**src/rtl/alu_issue.sv**
```systemverilog
// alu_issue: instruction issue and writeback front-end for the 16-bit alu.
// Decodes R-type / LI instruction words, reads operands from an 8x16
// register file (R0 hard-wired to zero), drives the external combinational
// alu from registers (EX stage) and captures its result into the register
// file and a registered output port (OUT stage).
module alu_issue (
  input  logic        clk,
  input  logic        rst_n,
  input  logic [15:0] in_instr,
  input  logic        in_valid,
  output logic        in_ready,
  output logic [2:0]  alu_op,
  output logic [15:0] alu_a,
  output logic [15:0] alu_b,
  input  logic [15:0] alu_result,
  output logic [15:0] out_data,
  output logic [2:0]  out_rd,
  output logic        out_valid,
  input  logic        out_ready
);

  localparam logic [2:0] OP_ADD = 3'd0;

  // Register file; entry 0 is never written and R0 reads are forced to zero.
  logic [15:0] regs [8];

  // EX stage bookkeeping (alu_op/alu_a/alu_b are the EX operand registers).
  logic        ex_valid;
  logic [2:0]  ex_rd;

  // Handshake / pipeline control.
  logic        ex_adv;
  logic        accept;

  // Instruction fields.
  logic        is_li;
  logic [2:0]  dec_op;
  logic [2:0]  dec_rd;
  logic [2:0]  dec_rs;
  logic [2:0]  dec_rt;
  logic [7:0]  dec_imm;
  logic        unused_bits;

  // Operand values after register read and bypass.
  logic [15:0] rs_val;
  logic [15:0] rt_val;
  logic [2:0]  nxt_op;
  logic [15:0] nxt_a;
  logic [15:0] nxt_b;

  assign is_li       = in_instr[15];
  assign dec_op      = in_instr[14:12];
  assign dec_rd      = in_instr[11:9];
  assign dec_rs      = in_instr[8:6];
  assign dec_rt      = in_instr[5:3];
  assign dec_imm     = in_instr[7:0];
  assign unused_bits = ^in_instr[2:0];

  // EX retires whenever OUT is empty or being drained this cycle.
  assign ex_adv   = ex_valid & (~out_valid | out_ready);
  assign in_ready = rst_n & (~ex_valid | ex_adv);
  assign accept   = in_valid & in_ready;

  // Operand read: R0 is zero, otherwise forward the retiring EX result when
  // it targets the same register, since the register file write lands on
  // the same edge as this read is captured.
  always_comb begin
    // NOTE: every always_comb output gets a default first so no path leaves it unassigned (no latch).
    rs_val = regs[dec_rs];
    rt_val = regs[dec_rt];
    if (dec_rs == 3'd0) begin
      rs_val = 16'h0000;
    end else if (ex_adv && (dec_rs == ex_rd)) begin
      rs_val = alu_result;
    end
    if (dec_rt == 3'd0) begin
      rt_val = 16'h0000;
    end else if (ex_adv && (dec_rt == ex_rd)) begin
      rt_val = alu_result;
    end
  end

  // Decode into the values the alu operand registers take on accept.
  always_comb begin
    nxt_op = dec_op;
    nxt_a  = rs_val;
    nxt_b  = rt_val;
    if (is_li) begin
      nxt_op = OP_ADD;
      nxt_a  = 16'h0000;
      nxt_b  = {8'h00, dec_imm};
    end
  end

  // Pipeline state, output port and register file writeback.
  always_ff @(posedge clk) begin
    // NOTE: sequential state uses non-blocking (<=) so every flop samples pre-edge values.
    if (!rst_n) begin
      ex_valid  <= 1'b0;
      ex_rd     <= 3'd0;
      alu_op    <= 3'd0;
      alu_a     <= 16'h0000;
      alu_b     <= 16'h0000;
      out_valid <= 1'b0;
      out_rd    <= 3'd0;
      out_data  <= 16'h0000;
      // NOTE: the register file is a flop array with architecturally defined reset
      // contents, so it is cleared here; a RAM-backed file could not be.
      for (int i = 0; i < 8; i++) begin
        regs[i] <= 16'h0000;
      end
    end else begin
      if (accept) begin
        ex_valid <= 1'b1;
        ex_rd    <= dec_rd;
        alu_op   <= nxt_op;
        alu_a    <= nxt_a;
        alu_b    <= nxt_b;
      end else if (ex_adv) begin
        ex_valid <= 1'b0;
      end

      if (ex_adv) begin
        out_valid <= 1'b1;
        out_rd    <= ex_rd;
        out_data  <= alu_result;
        if (ex_rd != 3'd0) begin
          regs[ex_rd] <= alu_result;
        end
      end else if (out_valid && out_ready) begin
        out_valid <= 1'b0;
      end
    end
  end

endmodule
```
**config.mk**
```make
export PLATFORM = sky130hd
export DESIGN_NAME = alu_issue
export DESIGN_NICKNAME = d
export VERILOG_FILES = /design/src/rtl/alu_issue.sv
export SDC_FILE = /design/constraint.sdc
export NUM_CORES = 1
export LEC_CHECK = 0
export CORE_ASPECT_RATIO = 1.2
export CORE_MARGIN = 1.5
export CORE_UTILIZATION = 35
export CTS_CLUSTER_SIZE = 8
export DETAILED_ROUTE_END_ITERATION = 6
export DONT_BUFFER_PORTS = 1
export GPL_ROUTABILITY_DRIVEN = 1
export PLACE_DENSITY = 0.57
export SETUP_SLACK_MARGIN = 0.5
export SYNTH_ARGS = -nofsm -noshare
export SYNTH_HDL_FRONTEND = slang
export SYNTH_SLANG_ARGS = --single-unit
```
**constraint.sdc**
```tcl
create_clock -name clk -period 4.8 [get_ports clk]
set_clock_uncertainty 0.05 [all_clocks]
set_input_delay 0.24 -clock clk [delete_from_list [all_inputs] [get_ports clk]]
set_output_delay 0.24 -clock clk [all_outputs]
set_load 0.02 [all_outputs]
```
* Word level (Yosys, flattened, before mapping)
Memories as Yosys holds them, arrays and structs flattened. Cells that the tools add are included.
Operators by class: eq/ne operators 2, multiplexer cells 19, bitwise gates (word level) 7, reductions and logical operators 9
Operator list (count):
- $mux 16 | 7
- $reduce_or 16->1 | 1
- $mux 1 | 10
- $eq 3x3->1 | 2
- $logic_not 3->1 | 2
- $mux 3 | 2
- $reduce_bool 2->1 | 2
- $and 1x1->1 | 3
- $logic_and 1x1->1 | 3
- $reduce_bool 3->1 | 1
- $not 1->1 | 2
- $or 1x1->1 | 2
Word-level totals: bits in registers 59, memory bits (writable) 128, input port bits 36, output and inout port bits 56, logic and storage cells 46, memories kept 1
Memory list:
- regs | words 8, width 16, read ports 2, clocked after Yosys merged registers in 0, write ports 8, line 25 | logic [15:0] regs [8];

* Longest topological paths before layout
Gate-level depths: netlist (run 1).
depth after elaboration 8, gate-level depth with buffers 8, mapped depth without buffers 5

* Worst setup path before layout (run 1)
Ideal clock, no wire load.
path kind reg2reg, start point reg out_valid, end point mem regs[7][0], enable pin, data arrival time 2.296 ns, data required time 4.339 ns, setup slack 2.042 ns, stages on the path, launching flop included 7, buffers on the path 2, clock period less this slack 2.758 ns, cell sequence dfxtp_1 nand2b_1 and2_1 buf_2 nand2_2 clkbuf_1 o21ai_0
RTL lines:
- start: declaration | line 18 | output logic out_valid,
- start signal: assignment | line 104 | out_valid <= 1'b0;
- start signal: assignment | line 124 | out_valid <= 1'b1;
- start signal: assignment | line 131 | out_valid <= 1'b0;
- end: declaration | line 25

==> results of run 1 <==
==> routing by layer <==
| layer | share of wire | vias up | global-route usage |
|---|---|---|---|
| met1 | 0.38 | 3099 | 0.2558 |
| met4 | 0.039 | 0 | 0.09843 |
| met2 | 0.50 | 281 | 0.3394 |
| li1 | - | 2661 | - |
| met3 | 0.078 | 61 | 0.05863 |
| met5 | 0 | - | 0 |
==> layout by cell type, fill, tap and decap left out, types with 2 or more instances in the layout <==
cell type	instances
nand4_1	3
mux4_2	64
nor2_1	10
o21ai_1	9
nand3_1	6
inv_1	7
xnor2_1	3
mux2i_1	17
inv_6	4
dlygate4sd3_1	38
a22oi_1	2
clkinv_4	3
o221ai_1	16
buf_4	11
clkinvlp_4	2
edfxtp_1	128
nand2_1	78
a221oi_1	7
nand3b_1	4
nand2b_1	7
mux2_2	8
dfxtp_1	59
xor2_1	2
clkbuf_16	19
nor4_1	13
a21oi_1	31
nor2b_1	13
a31oi_1	6
conb_1	16
nor3_1	15
and2_1	98
nor4_4	2
a211oi_1	9
o21ai_0	12
==> worst register-to-register path: stages, from the launching register on <==
cell	delay (ps)
dfxtp_1	390
nand2b_1	140
and2_1	440
buf_4	340
nand2_2	270
nor3_2	670
nand2b_1	740
==> timing repair <==
| item | 4_1_cts | 5_1_grt |
|---|---|---|
| hold buffers | 38 | 0 |
| endpoints found under the hold margin | 151 | 0 |
| setup endpoints to repair | 0 | 0 |
==> layout make-up <==
cell class                 count  area (µm²)  area share
timing repair buffer          49       462.9     0.04477
inverter                       8       30.03    0.002904
clock inverter                12       123.9     0.01198
sequential                   187        5025      0.4860
clock buffer                  20       479.2     0.04635
multi-input combinational    459        3806      0.3681
tap                          330       412.9     0.03993
==> power groups by stage <==
stage	clock, mW	combinational [mW]	sequential [mW]
2_1_floorplan	0	0.250	1.88
3_3_place_gp	0	0.262	1.90
3_5_place_dp	0	0.266	1.91
4_1_cts	1.47	0.315	1.87
5_1_grt	1.53	0.337	1.88
6_report	1.46	0.316	1.87
==> final timing paths <==
kind	endpoint	from	cells past startpoint
worst max-delay path	regs[6][5]	out_valid	6
worst min register to register	out_valid	ex_valid	2
worst max register to register	regs[6][5]	out_valid	6
worst min-delay path	alu_a[3]	in_instr[8]	2
==> registers in the layout, summed over array words and instances, names as in the netlist <==
register	flops
alu_a	16
alu_b	16
alu_op	3
ex_rd	3
ex_valid	1
out_data	16
out_rd	3
out_valid	1
regs	128
==> cells by family after synthesis <==
| group | after synthesis | synth area share |
|---|---|---|
| AO/OA/AOI/OAI | 95 | 0.06684 |
| flip-flops | 187 | 0.5535 |
| XOR/XNOR | 5 | 0.004824 |
| multiplexers | 89 | 0.1874 |
| AND/OR/NAND/NOR | 254 | 0.1531 |
| other | 1 | 0.0004131 |
| buffers and inverters | 63 | 0.03390 |
==> results by group, run 1 <==
Status
  – Status: finished clean

Clocking
  – CTS tree: built
  – TritonCTS Buffers: 17
  – Clock transition at path regs: 80 ps
  – Post-CTS repair timing setup buffer count: 0
  – Clock Latency Late Sink: 440 ps
  – H-tree depth: 4
  – # resized after CTS: 0
  – CTS sink count: 187
  – Clock root cell: clkbuf_16
  – Clk buf depth: 2

Power and ir drop
  – Sequential group share of total power: 0.514
  – Worst VDD drop: 0.2143 mV
  – Int Power: 2.739 mW
  – Logic pwr share: 0.087
  – Switching share of total power: 0.2491
  – Pwr per Cell Area: 352.8 mW/mm²
  – P_sw: 0.9087 mW
  – Clock share of power: 0.400
  – Static leakage: 3.600 nW
  – Pwr Total: 3.648 mW

Floorplan
  – Initial core utilization: 0.3565
  – # rows: 64
  – Die footprint: 0.02692 mm²
  – Die Y: 179.4 µm
  – Core area: 0.02546 mm²
  – Chip Width: 150.0 µm
  – Number of top-level pins: 92

Final layout
  – Ant diodes: 0
  – Fin util: 0.4061
  – Layout cells sized above 1: 0.1646
  – Filler cell count: 2359
  – Final cell count without fillers: 1065
  – P&R area growth vs syn: 13.89%
  – NumNets Final: 758
  – Design area: 0.01034 mm²

Worst setup path
  – R2r setup slk: 1380 ps
  – WP buf/inv: 1
  – CP Capture Type: flip-flop
  – Worst path required time: 4810 ps
  – Critical path class: reg -> reg
  – Slowest stage delay, CP: 740 ps
  – Worst-path cell chain: nand2b_1 -> and2_1 -> buf_4 -> nand2_2 -> nor3_2 -> nand2b_1
  – CP Launch Type: flip-flop
  – Crit path max fanout: 18
  – Critical path data arrival time: 3430 ps
  – Delay-heaviest family, CP: simple AND/OR/NAND/NOR gates
  – Top cell by count, worst path: nand2b_1
  – Slowest cell on crit path: nand2b_1

Timing
  – Final Cycle Share: 0.7126
  – Unrepaired setup endpoints after global routing: false
  – Final hold vios: 0
  – Fin Hold WS: 12.18 ps
  – Max Slew Vio Count: 0
  – Setup slack after layout: 1380 ps
  – Final setup vio count: 0
  – Worst Tran Pin Value: 1186 ps
  – Fin crit period: 3420 ps
  – Slew headroom: 0.2067
  – Max frequency: 292.4 MHz
  – Final setup TNS: 0 ps

Yosys
  – Commonest cells post-synth: edfxtp_1, and2_1, nand2_1, mux4_2, dfxtp_1
  – Asr flop ratio synth: 0
  – Mapped Cells: 694
  – Count leader, synth: edfxtp_1
  – Top cells by area, synth: edfxtp_1, mux4_2, dfxtp_1
  – Mapped Avg Cell Area: 13.08 µm²
  – Ys Warns: 0
  – Register area share after synthesis: 0.5535
  – Top cell type by total area after synthesis: edfxtp_1
  – Dominant synthesized flop cell: edfxtp_1
  – Top cell type's share of synthesized area: 0.4234
  – Netlist cell types: 42
  – Post-synth EDFFs: 128
  – Synth Register Bits: 187
  – Synthesized area: 0.009079 mm²

Job
  – Max Cap Violations: 0

Route
  – DR vias/cell: 5.730
  – Routed WL per cell: 25.49 µm
  – Initial DRC Count: 661
  – Drt total wl: 27150 µm
  – ANT nets after route: 0
  – DR vias: 6102
  – DRC: 0
  – Drt pass-1 iters: 5

Global route
  – First-pass GRT wire length: 40830 µm
  – Total gr overflow: 0
  – All-Layer GR Usage: 0.2092
  – Initial antenna violation count: 0
  – Largest net degree at the start of global routing: 43
  – Vias in the first global route: 6414

Placement
  – Dpl ws: 1350 ps
  – Inst Count DP: 995
  – DP HPWL: 16590 µm
  – RD Place Congestion: 0.8198
  – Placed Area: 0.009356 mm²
  – Port Buffer Count: 0

Worst hold path
  – Worst Hold Class: in -> reg
Power figures use the tool's default switching activity.
==> inputs of run 2 (changes only) <==
- ABC_AREA: unset -> 1
- PLACE_DENSITY: 0.57 -> 0.59
- clock period: 4.8 -> 2.75 ns (I/O delays scaled with it)
==> results by group, run 2 <==
Worst setup path
  – Critical path data arrival time: 2400 ps (was 3430 ps)
  – Critical path class: reg -> reg (unchanged)
  – CP Launch Type: flip-flop (unchanged)
  – CP Capture Type: flip-flop (unchanged)
  – Crit path max fanout: 17 (was 18)
  – Worst path required time: 3020 ps (was 4810 ps)

Timing
  – Max Slew Vio Count: 0 (unchanged)
  – Final setup TNS: 0 ps (unchanged)
  – Fin crit period: 2123 ps (was 3420 ps)
  – Unrepaired setup endpoints after global routing: false (unchanged)
  – Final setup vio count: 0 (unchanged)
  – Final Cycle Share: 0.7721 (was 0.7126)
  – Final hold vios: 0 (unchanged)
  – Slew headroom: 0.5042 (was 0.2067)
  – Max frequency: 471.0 MHz (was 292.4 MHz)
  – Worst Tran Pin Value: 742.0 ps (was 1186 ps)

Yosys
  – Count leader, synth: nand2_1 (was edfxtp_1)
  – Top cell type's share of synthesized area: 0.3946 (was 0.4234)
  – Dominant synthesized flop cell: edfxtp_1 (unchanged)
  – Netlist cell types: 24 (was 42)
  – Top cell type by total area after synthesis: edfxtp_1 (unchanged)
  – Commonest cells post-synth: nand2_1, nand3_1, edfxtp_1, nor2_1, dfxtp_1 (was edfxtp_1, and2_1, nand2_1, mux4_2, dfxtp_1)
  – Asr flop ratio synth: 0 (unchanged)
  – Mapped Avg Cell Area: 8.004 µm² (was 13.08 µm²)
  – Register area share after synthesis: 0.5159 (was 0.5535)
  – Synthesized area: 0.009741 mm² (was 0.009079 mm²)
  – Mapped Cells: 1217 (was 694)
  – Top cells by area, synth: edfxtp_1, nand2_1, nand3_1 (was edfxtp_1, mux4_2, dfxtp_1)
  – Post-synth EDFFs: 128 (unchanged)
  – Ys Warns: 0 (unchanged)
  – Synth Register Bits: 187 (unchanged)

Clocking
  – Post-CTS repair timing setup buffer count: 0 (unchanged)
  – Cts hold-fix bufs: 35 (was 38)
  – Clock Latency Late Sink: 440 ps (about the same)
  – Clock transition at path regs: 70 ps (was 80 ps)
  – Clock root cell: clkbuf_16 (unchanged)
  – CTS tree: built (unchanged)
  – H-tree depth: 4 (unchanged)
  – TritonCTS Buffers: 17 (unchanged)
  – Clk buf depth: 2 (unchanged)
  – # resized after CTS: 0 (unchanged)
  – CTS sink count: 187 (unchanged)

Floorplan
  – Number of top-level pins: 92 (unchanged)
  – Core area: 0.02725 mm² (was 0.02546 mm²)
  – Die footprint: 0.02884 mm² (was 0.02692 mm²)
  – # rows: 66 (was 64)
  – Initial core utilization: 0.3574 (was 0.3565)
  – Chip Width: 155.3 µm (was 150.0 µm)
  – Die Y: 185.7 µm (was 179.4 µm)

Power and ir drop
  – Static leakage: 4.538 nW (was 3.600 nW)
  – Pwr per Cell Area: 576.0 mW/mm² (was 352.8 mW/mm²)
  – Worst VDD drop: 0.3248 mV (was 0.2143 mV)

Route
  – DRC: 0 (unchanged)
  – Initial DRC Count: 881 (was 661)
  – Drt total wl: 30110 µm (was 27150 µm)
  – ANT nets after route: 0 (unchanged)
  – Routed WL per cell: 19.03 µm (was 25.49 µm)
  – Drt pass-1 iters: 6 (was 5)
  – DR vias: 8387 (was 6102)
  – DR vias/cell: 5.302 (was 5.730)

Placement
  – DP HPWL: 18940 µm (was 16590 µm)
  – RD Place Congestion: 0.8269 (was 0.8198)
  – Port Buffer Count: 0 (unchanged)
  – Inst Count DP: 1515 (was 995)

Final layout
  – Most frequent cells in the layout: nand2_1, nand3_1, edfxtp_1 (was edfxtp_1, and2_1, nand2_1)
  – Filler cell count: 2740 (was 2359)
  – Ant diodes: 0 (unchanged)
  – NumNets Final: 1265 (was 758)
  – Most flops, register: regs (unchanged)
  – Area occupied by multi-input gates: 0.004110 mm² (was 0.003806 mm²)
  – Number of flip-flops in the largest register: 128 (unchanged)
  – P&R area growth vs syn: 11.97% (was 13.89%)
  – Sequential cell area: 0.005025 mm² (unchanged)
  – Fin util: 0.4002 (was 0.4061)
  – Final cell count without fillers: 1582 (was 1065)
  – Layout cells sized above 1: 0.09903 (was 0.1646)
  – Commonest non-fill, non-tap cell in the layout: nand2_1 (was edfxtp_1)

Worst hold path
  – Worst Hold Class: in -> reg (unchanged)

Global route
  – Initial antenna violation count: 0 (unchanged)
  – Vias in the first global route: 7799 (was 6414)
  – First-pass GRT wire length: 46020 µm (was 40830 µm)
  – Total gr overflow: 0 (unchanged)
  – All-Layer GR Usage: 0.2118 (was 0.2092)
  – Largest net degree at the start of global routing: 68 (was 43)

Status
  – Status: finished clean (unchanged)

Job
  – Max Cap Violations: 0 (unchanged)
==> run 2: area by class of cell <==
class                   instances  area share
multi-input cells             893      0.3769
clock inverters                13     0.01010
well taps                     340     0.03900
flip-flops and latches        187      0.4607
clock buffers                  19     0.03969
inverters                      72     0.02478
repair buffers                 58     0.04887
==> run 2: cells by family after synthesis <==
logic type             share of synthesized area
and+or+nand+nor                           0.3634
other                                  0.0003850
AOI/OAI and AO/OA                        0.05241
buffers and inverters                    0.06795
DFF                                       0.5159
==> run 2: where the power goes <==
group / leakage [nW] / internal [mW] / switching [mW]
logic: 2.49 / 0.223 / 0.466
registers: 1.80 / 3.12 / 0.129
clock network: 0.256 / 1.18 / 1.16
==> run 2: final timing paths <==
check	start	cells past startpoint	slack, ps	endpoint
worst max-delay path	out_valid	7	630	alu_op[2]
worst max register to register	out_valid	7	630	alu_op[2]
worst min-delay path	in_instr[8]	4	20	alu_a[15]
worst min register to register	alu_a[15]	2	520	alu_a[15]
==> run 2: stage by stage <==
stage / total power, mW / instance area, µm² / setup slack, ps / hold slack (ps)
2_1_floorplan: 3.807 / 9797 / 732.4 / 200.2
3_3_place_gp: 3.935 / 10000 / 707.6 / 212.3
3_5_place_dp: 3.942 / 10000 / 712.1 / 211.4
4_1_cts: 6.328 / 10910 / 679.6 / 2.423
5_1_grt: 6.523 / 10910 / 504.5 / 25.24
6_report: 6.282 / 10910 / 626.8 / 16.19
==> run 2: critical path: stages, from the launching register on <==
cell           delay [ps]
dfxtp_1               470
nand3_1               170
nand3_2               180
buf_4                 250
inv_1                 150
nand3_1               100
dlygate4sd3_1         560
a21oi_1                60
==> run 2: per-layer routing <==
metal	wire length, µm	part of all wire	track usage
met1	12750	0.42	0.2798
met2	14270	0.47	0.3419
met3	2462	0.082	0.04400
met4	630	0.021	0.08114
met5	0	0	0
==> inputs of run 3 (changes only) <==
- clock period: 2.75 -> 1.95 ns (I/O delays scaled with it)
==> results by group, run 3 (synthesis results as in run 2) <==
Worst setup path
  – Slowest cell on crit path: dfxtp_4 (was dlygate4sd3_1)
  – WP buf/inv: 0 (was 3)
  – Reg2Reg Launch Point: out_valid (unchanged)
  – Top cell by count, worst path: nand2_4 (was nand3_1)
  – Worst path required time: 2050 ps (was 3020 ps)
  – Start point of the critical path: out_valid (unchanged)
  – Slowest stage delay, CP: 380 ps (was 560 ps)
  – Worst-path cell chain: nand2_4 -> nand2_8 -> nor2_4 -> nand3_4 -> nand2_4 (was nand3_1 -> nand3_2 -> buf_4 -> inv_1 -> nand3_1 -> dlygate4sd3_1 -> a21oi_1)
  – Delay-heaviest family, CP: simple AND/OR/NAND/NOR gates (was buffers and inverters)
  – Critical path class: reg -> reg (unchanged)
  – CP Capture Type: flip-flop (unchanged)
  – Crit path max fanout: 8 (was 17)
  – Critical path data arrival time: 1610 ps (was 2400 ps)
  – CP Launch Type: flip-flop (unchanged)

Clocking
  – CTS sink count: 187 (unchanged)
  – Clk buf depth: 2 (unchanged)
  – TritonCTS Buffers: 17 (unchanged)
  – Clock transition at path regs: 70 ps (about the same)
  – H-tree depth: 4 (unchanged)
  – Clock Latency Late Sink: 440 ps (about the same)
  – CTS tree: built (unchanged)
  – Cts hold-fix bufs: 31 (was 35)
  – Clock root cell: clkbuf_16 (unchanged)

Final layout
  – Commonest non-fill, non-tap cell in the layout: nand2_1 (unchanged)
  – Ant diodes: 0 (unchanged)
  – Most frequent cells in the layout: nand2_1, nand3_1, edfxtp_1 (unchanged)
  – Final cell count without fillers: 1609 (was 1582)
  – Most flops, register: regs (unchanged)
  – P&R area growth vs syn: 21.46% (was 11.97%)
  – Layout cells sized above 1: 0.1655 (was 0.09903)
  – NumNets Final: 1292 (was 1265)
  – Number of flip-flops in the largest register: 128 (unchanged)

Global route
  – First-pass GRT wire length: 47990 µm (was 46020 µm)
  – Met1 Track Usage GR: 0.3102 (was 0.2798)
  – Largest net degree at the start of global routing: 68 (unchanged)
  – Met3 Usage GRT: 0.03236 (was 0.04400)
  – Initial antenna violation count: 0 (unchanged)
  – Busiest grt layer: met2 (unchanged)
  – Total gr overflow: 0 (unchanged)
  – Vias in the first global route: 7927 (was 7799)
  – All-Layer GR Usage: 0.2208 (was 0.2118)
  – Met2 Track Usage GR: 0.3482 (was 0.3419)

Status
  – Status: finished, violations left (was finished clean)
  – Violated checks: negative hold slack

Route
  – Drt pass-1 iters: 5 (was 6)
  – ANT nets after route: 0 (unchanged)
  – Initial DRC Count: 1078 (was 881)
  – DR vias/cell: 5.386 (was 5.302)
  – Routed WL per cell: 19.70 µm (was 19.03 µm)
  – Drt total wl: 31700 µm (was 30110 µm)
  – DRC: 0 (unchanged)
  – DR vias: 8666 (was 8387)

Timing
  – Unrepaired setup endpoints after global routing: true (was false)
  – Final Cycle Share: 0.7736 (was 0.7721)
  – Setup slack after layout: 441.5 ps (was 626.8 ps)
  – Fin Hold WS: -255.7 ps (was 16.19 ps)
  – Final setup TNS: 0 ps (unchanged)
  – Worst Tran Pin Value: 878.4 ps (was 742.0 ps)
  – Max Slew Vio Count: 0 (unchanged)
  – Final hold vios: 136 (was 0)
  – Slew headroom: 0.4144 (was 0.5042)
  – Fin crit period: 1509 ps (was 2123 ps)
  – Final setup vio count: 0 (unchanged)
  – Max frequency: 662.9 MHz (was 471.0 MHz)

Placement
  – Dpl ws: 166.0 ps (was 712.1 ps)
  – DP HPWL: 19440 µm (was 18940 µm)
  – RD Place Congestion: 0.8270 (was 0.8269)
  – Port Buffer Count: 0 (unchanged)
  – Inst Count DP: 1526 (was 1515)

Job
  – Max Cap Violations: 0 (unchanged)

Floorplan
  – Die footprint: 0.02884 mm² (unchanged)
  – Initial core utilization: 0.3574 (unchanged)
  – Die Y: 185.7 µm (unchanged)
  – Number of top-level pins: 92 (unchanged)
  – Chip Width: 155.3 µm (unchanged)
  – Core area: 0.02725 mm² (unchanged)
  – # rows: 66 (unchanged)

Worst hold path
  – Worst Hold Class: in -> reg (unchanged)
  – Hold path start: rst_n (was in_instr[8])

Power and ir drop
  – Static leakage: 4.820 nW (was 4.538 nW)
  – Pwr per Cell Area: 790.0 mW/mm² (was 576.0 mW/mm²)
  – Worst VDD drop: 0.4774 mV (was 0.3248 mV)
-- run 3: cell types whose count changed in the layout (fill, tap and decap cells not counted), sizes merged, moves of 2 or more --
cell / delta
dlygate4sd3: -5
clkinv: +3
clkbuf: +5
inv: -4
buf: +26
nand2: +2
clkinvlp: -3
dlymetal6s4s: +2
-- run 3: report_power, final --
group / switching (mW) / leakage [nW] / internal, mW
Clock: 1.61 / 0.303 / 2.01
Combinational: 0.733 / 2.72 / 0.410
Sequential: 0.180 / 1.80 / 4.40
-- run 3: through the flow --
step,util,hold slack (ps),power [mW],instance area [µm²]
final,0.4342,-255.7,9.346,11830
after detailed placement,0.3786,180.6,5.611,10320
after global placement,0.3786,166.4,5.599,10320
after floorplan,-,160.2,5.408,10070
after global routing,0.4342,-265.1,9.666,11830
after CTS,0.4208,-272.9,9.307,11470
-- run 3: area by class of cell --
type,count,area [µm²]
clock buffer,22,508.0
clock inverter,10,98.84
fill,2630,15420
inverter,72,285.3
multi-input combinational,895,4579
sequential,187,5039
tap,340,425.4
timing repair buffer,83,895.9
-- run 3: metal layers --
metal,vias up,part of all wire
met5,-,0
met4,0,0.024
met3,49,0.071
met2,423,0.46
met1,4096,0.44
li1,4098,-
-- run 3: final timing paths --
check / end / slack, ps / cells after the start
worst max-delay path: regs[2][15] / 440 / 5
worst min-delay path: out_rd[0] / -260 / 2
worst min register to register: ex_rd[2] / 480 / 2
worst max register to register: regs[2][15] / 440 / 5
-- run 3: what timing repair did --
item                       4_1_cts  5_1_grt
setup buffers                   10        6
setup endpoints to repair      181      231
gates cloned                     2        2
resized for setup               17       80
hold endpoints to repair       176      136
pin swaps                       10       21
